[src/rtl/ex_hilo_mac_pkg.sv]
// rtl/ex_hilo_mac_pkg.sv - shared bus types, aluop codes and stall constants for the HI/LO MAC unit
package ex_hilo_mac_pkg;

    typedef logic [31:0] RegBus;
    typedef logic [7:0]  AluOpBus;
    typedef logic [63:0] DoubleRegBus;

    localparam logic Stop   = 1'b1;
    localparam logic NoStop = 1'b0;

    localparam AluOpBus EXE_NOP_OP   = 8'b0000_0000;
    localparam AluOpBus EXE_MFHI_OP  = 8'b0001_0000;
    localparam AluOpBus EXE_MTHI_OP  = 8'b0001_0001;
    localparam AluOpBus EXE_MFLO_OP  = 8'b0001_0010;
    localparam AluOpBus EXE_MTLO_OP  = 8'b0001_0011;
    localparam AluOpBus EXE_MULT_OP  = 8'b0001_1000;
    localparam AluOpBus EXE_MULTU_OP = 8'b0001_1001;
    localparam AluOpBus EXE_MADD_OP  = 8'b1010_0110;
    localparam AluOpBus EXE_MADDU_OP = 8'b1010_1000;
    localparam AluOpBus EXE_MUL_OP   = 8'b1010_1001;
    localparam AluOpBus EXE_MSUB_OP  = 8'b1010_1010;
    localparam AluOpBus EXE_MSUBU_OP = 8'b1010_1011;

    // Ops whose operands are treated as two's complement by the multiplier
    function automatic logic is_signed_op(input AluOpBus op);
        return (op == EXE_MULT_OP) || (op == EXE_MUL_OP) ||
               (op == EXE_MADD_OP) || (op == EXE_MSUB_OP);
    endfunction

endpackage

[src/rtl/ex_hilo_mac_mul_core.sv]
// rtl/ex_hilo_mac_mul_core.sv - combinational 32x32->64 multiplier with signed/unsigned select
module ex_hilo_mac_mul_core
    import ex_hilo_mac_pkg::*;
(
    input  logic        signed_i,
    input  RegBus       a_i,
    input  RegBus       b_i,
    output DoubleRegBus prod_o
);

    DoubleRegBus a_ext;
    DoubleRegBus b_ext;

    // Extending to the full result width makes a plain 64-bit product equal to the
    // low 64 bits of the 33-bit signed/unsigned product.
    assign a_ext  = {{32{signed_i & a_i[31]}}, a_i};
    assign b_ext  = {{32{signed_i & b_i[31]}}, b_i};
    assign prod_o = a_ext * b_ext;

endmodule

[src/rtl/ex_hilo_mac.sv]
// rtl/ex_hilo_mac.sv - EX-stage HI/LO multiply/accumulate unit; MAC_MSUB_EN enables MSUB/MSUBU
module ex_hilo_mac
    import ex_hilo_mac_pkg::*;
#(
    parameter int DW         = 32,
    parameter int ACC_CYCLES = 2
) (
    input  logic          clk,
    input  logic          rst,
    input  logic          valid_i,
    input  logic          stall_i,
    input  logic [7:0]    aluop_i,
    input  logic [DW-1:0] reg1_i,
    input  logic [DW-1:0] reg2_i,
    output logic [DW-1:0] res_o,
    output logic [DW-1:0] hi_o,
    output logic [DW-1:0] lo_o,
    output logic          stallreq_o
);

    typedef enum logic {
        S_IDLE = 1'b0,
        S_ACC  = 1'b1
    } state_t;

    // A two-cycle accumulate is what needs the one-cycle hold of the pipeline
    localparam logic ACC_STALL = (ACC_CYCLES == 2);

    state_t      state_q;
    state_t      state_d;
    logic [DW-1:0] hi_q;
    logic [DW-1:0] lo_q;
    DoubleRegBus prod_q;
    DoubleRegBus prod;
    DoubleRegBus acc_sum;
    logic        commit;
    logic        load_prod;
    logic        acc_commit;
    logic        is_mult;
    logic        is_mul;
    logic        is_mthi;
    logic        is_mtlo;
    logic        is_mfhi;
    logic        is_mflo;
    logic        is_madd;
    logic        acc_op;

    assign commit  = valid_i && !stall_i;
    assign is_mult = (aluop_i == EXE_MULT_OP) || (aluop_i == EXE_MULTU_OP);
    assign is_mul  = (aluop_i == EXE_MUL_OP);
    assign is_mthi = (aluop_i == EXE_MTHI_OP);
    assign is_mtlo = (aluop_i == EXE_MTLO_OP);
    assign is_mfhi = (aluop_i == EXE_MFHI_OP);
    assign is_mflo = (aluop_i == EXE_MFLO_OP);
    assign is_madd = (aluop_i == EXE_MADD_OP) || (aluop_i == EXE_MADDU_OP);

`ifdef MAC_MSUB_EN
    logic is_msub;
    logic sub_q;
    assign is_msub = (aluop_i == EXE_MSUB_OP) || (aluop_i == EXE_MSUBU_OP);
    assign acc_op  = is_madd || is_msub;
    assign acc_sum = sub_q ? ({hi_q, lo_q} - prod_q) : ({hi_q, lo_q} + prod_q);
`else
    assign acc_op  = is_madd;
    assign acc_sum = {hi_q, lo_q} + prod_q;
`endif

    ex_hilo_mac_mul_core u_mul_core (
        .signed_i (is_signed_op(aluop_i)),
        .a_i      (reg1_i),
        .b_i      (reg2_i),
        .prod_o   (prod)
    );

    // Accumulate FSM: request a stall on entry, capture the product, add it in on the next commit
    always_comb begin
        state_d    = state_q;
        stallreq_o = NoStop;
        load_prod  = 1'b0;
        acc_commit = 1'b0;
        case (state_q)
            S_IDLE: begin
                if (rst && valid_i && acc_op) begin
                    stallreq_o = ACC_STALL ? Stop : NoStop;
                    if (!stall_i) begin
                        load_prod = 1'b1;
                        state_d   = S_ACC;
                    end
                end
            end
            S_ACC: begin
                if (!valid_i) begin
                    state_d = S_IDLE;
                end else if (!stall_i) begin
                    acc_commit = 1'b1;
                    state_d    = S_IDLE;
                end
            end
            default: state_d = S_IDLE;
        endcase
    end

    // GPR result: MUL low word or HI/LO readout, zero for everything else
    always_comb begin
        res_o = '0;
        if (rst && valid_i) begin
            if (is_mul) begin
                res_o = prod[DW-1:0];
            end else if (is_mfhi) begin
                res_o = hi_q;
            end else if (is_mflo) begin
                res_o = lo_q;
            end
        end
    end

    // FSM state register
    always_ff @(posedge clk) begin
        if (!rst) begin
            state_q <= S_IDLE;
        end else begin
            state_q <= state_d;
        end
    end

    // HI/LO and captured-product registers; single-cycle ops only commit from IDLE
    always_ff @(posedge clk) begin
        if (!rst) begin
            hi_q   <= '0;
            lo_q   <= '0;
            prod_q <= '0;
`ifdef MAC_MSUB_EN
            sub_q  <= 1'b0;
`endif
        end else begin
            if (load_prod) begin
                prod_q <= prod;
`ifdef MAC_MSUB_EN
                sub_q  <= is_msub;
`endif
            end
            if (acc_commit) begin
                {hi_q, lo_q} <= acc_sum;
            end else if (state_q == S_IDLE && commit) begin
                if (is_mult) begin
                    {hi_q, lo_q} <= prod;
                end
                if (is_mthi) begin
                    hi_q <= reg1_i;
                end
                if (is_mtlo) begin
                    lo_q <= reg1_i;
                end
            end
        end
    end

    assign hi_o = hi_q;
    assign lo_o = lo_q;

endmodule

[config.mk]
export PLATFORM = sky130hd
export DESIGN_NAME = ex_hilo_mac
export DESIGN_NICKNAME = d
export VERILOG_FILES = /design/src/rtl/ex_hilo_mac_pkg.sv /design/src/rtl/ex_hilo_mac_mul_core.sv /design/src/rtl/ex_hilo_mac.sv
export SDC_FILE = /design/constraint.sdc
export NUM_CORES = 2
export LEC_CHECK = 0
export CELL_PAD_IN_SITES_DETAIL_PLACEMENT = 1
export CELL_PAD_IN_SITES_GLOBAL_PLACEMENT = 1
export CORE_MARGIN = 8
export CORE_UTILIZATION = 50
export CTS_BUF_LIST = sky130_fd_sc_hd__clkbuf_16
export CTS_CLUSTER_DIAMETER = 200
export DETAILED_ROUTE_END_ITERATION = 8
export PLACE_DENSITY = 0.91
export SLEW_MARGIN = 20
export SYNTH_ARGS = -nofsm -noshare
export SYNTH_HDL_FRONTEND = slang
export SYNTH_SLANG_ARGS = --single-unit
[constraint.sdc]
create_clock -name clk -period 12.8 [get_ports clk]
set_clock_uncertainty 0.15 [all_clocks]
set_input_delay 2.56 -clock clk [delete_from_list [all_inputs] [get_ports clk]]
set_output_delay 2.56 -clock clk [all_outputs]
set_load 0.03 [all_outputs]
==> results.md <==
- Setup violators final: 1
- Reg-to-reg critical path startpoint: lo_o[1]
- Routability Congestion: 0.957
- Fin nets: 7254
- Residual DRC: 0
- Largest net degree at the start of global routing: 73
- Number of cells on the worst hold path: 2
- Clock-pin slew on the worst setup and hold paths: 60 ps
- Routed wl met3: 18.1 mm
- CTS tree: yes
- Metal2 WL: 100 mm
- GR Overflow Total: 0
- Vias: 43800
- Peak Freq: 0.0780 GHz
- Yosys warning count: 0
- CTS buffer count: 17
- Mapped Nets: 7137
- Hold slack: 317 ps
- Failing checks: setup timing
- Most area-consuming cells after synthesis: fa_1, inv_1, nand2_1
- Boundary pin count: 173
- Data required, critical path: 10090 ps
- R2R setup slack: 8670 ps
- Critical Path Most Common Cell: fa_1
- Synthesized netlist cell count: 5660
- Crit path max fanout: 15
- Worst R2R Path Depth: 11
- Post-synth top area share: 46.6%
- Crit share post-route: 100%
- CTS Sinks: 129
- Setup WS pre-CTS: -441 ps
- Skew-Pair Late Insertion Delay: 450 ps
- Number of antenna violations at the first check in global routing: 21
- Status: finished with violations
- Max Root-Sink Buffers: 2
- Placement Cell Area: 52500 µm²
- Area of the mapped netlist: 48300 µm²
- Biggest cell delay along the critical path: 620 ps
- First-pass GRT wire length: 310 mm
- Row count: 114
- IO Port Bufs: 172
- Top FF cell, synth: dfxtp_1
- Starting Density: 50.2%
- Avg Cell Area, Syn: 8.54 µm²
- WP data arrival: 10100 ps
- Startpoint types: primary input
- WL/cell: 29.5 µm
- Relative slew margins: 30.9%
- Die Footprint: 107000 µm²
- Fin. max-slew vios: 0
- Area of the multi-input gates: 40300 µm²
- Max Cap Viol: 0
- Hold buffer count at CTS: 0
- Synthesis-stage register bit count: 129
- Die Ht: 327 µm
- Least-Margin Pin Slew: 1040 ps
- Worst Setup End Kind: output port
- Detailed-route wire length: 209 mm
- Vias in the first global route: 51800
- Area taken by flip-flops and latches: 2580 µm²
- WL met1: 67.2 mm
- WS Path Type: primary input to output port
- Netlist cell types: 83
- Hold Crit Endpoint: prod_q[20]
- Most numerous cell in the Yosys netlist: inv_1
- Proportion of layout cells with a drive suffix above 1: 7.82%
- Sequential area share after synthesis: 5.34%
- Hpwl dp: 168 mm
- Filler cells: 11300
- Hold_sp: prod_q[20]
- Core area: 96300 µm²
- Width of the die: 327 µm
- Setup WS post-layout: -14.3 ps
- Crit-path slowest cell: fa_1
- Post-DR vias/cell: 6.19
- Post-synth ARST share: 0%
- Initial DRC count: 3706
- Post-synth EDFFs: 0
- FF-to-FF End: hi_o[25]
- Htree depth: 4
- 1st-pass router iterations: 6
- Post-synth top cells: inv_1, fa_1, nand2_1, and2_1, clkbuf_1
- DR top layer: met5
- Worst hold path class: flop to flop
- Clock Root Buffer: clkbuf_16
- Gr usage total: 38.3%
- Clock period minus worst slack: 12810 ps
- Final antenna-violating net count: 0
- Fin. Hold Viols: 0
- Layout area overhead: 11.1%
- Final Cell Area: 53700 µm²
- Yosys top cell by area: fa_1
sequential cells by signal, indices dropped and copies added (netlist names):
signal and flops:
hi_o 32, lo_o 32, prod_q 64, state_q 1
cells in the final DEF, fill, tap and decap left out, types with 53 or more instances in the layout:
cell / netlist / layout
inv_1: 1153 / 1155
fa_1: 1126 / 1120
nand2_1: 994 / 992
and2_1: 341 / 339
ha_1: 275 / 271
buf_4: 0 / 250
a21oi_1: 244 / 240
nor2_1: 188 / 187
dfxtp_1: 129 / 129
clkdlybuf4s50_1: 0 / 112
o21ai_0: 109 / 106
xnor2_1: 93 / 88
a21o_1: 53 / 53
routing by layer:
layer  vias up  global-route usage (%)
met2      2834                    64.7
met3      1338                    8.73
met1     22300                    40.4
met5         -                       0
met4        16                    33.0
li1      17400                       -
worst max-delay path by stage:
stage,end,from,cells past startpoint
floorplan,res_o[30],reg1_i[18],27
global placement,res_o[30],reg1_i[11],29
detailed placement,res_o[30],reg1_i[14],28
CTS,res_o[30],reg2_i[0],31
global route,res_o[30],reg1_i[7],29
finish,res_o[28],reg1_i[14],27
final cells by class:
type                       instances  share of cell area [%]
sequential                       129                    4.81
antenna                           13                  0.0605
tap                             1276                    2.97
clock inverter                    15                   0.400
timing repair buffer             448                    7.87
multi-input combinational       4027                    75.0
clock buffer                      17                   0.792
inverter                        1154                    8.06
kinds of logic (layout without fill, tap and decap cells):
family          count (synthesis)  in the layout  synth area share [%]
simple gates                 1749           1749                  16.4
buf+inv                      1504           1634                  11.7
fa+ha+maj                    1401           1401                  53.7
compound gates                700            700                  9.38
xor+xnor                      132            132                  2.39
flops                         129            129                  5.34
mux                            45             45                  1.02
other cells                     0             13                     0
timing repair:
item,CTS,global route
buffers inserted,1,12
setup endpoints to repair,7,33
resized for setup,15,62
pin swaps,2,14
cloned,0,6
stage by stage:
step	TNS [ps]	std cells	util, %
floorplan	0	5660	-
global placement	-49.9	7015	54.6
detailed placement	-2220	7015	54.6
CTS	-60.5	7048	55.3
global route	-810	7069	55.8
finish	-14.3	7079	55.8
critical path, delay by kind of cell:
family	cells	cell delay (ps)
compound gates	4	690
simple gates	4	750
buf+inv	9	1230
xor+xnor	1	230
fa+ha+maj	9	4580
Power is left out: the tool's default activity adds up to more than one toggle a clock period on the data nets, which glitch-free logic cannot reach.
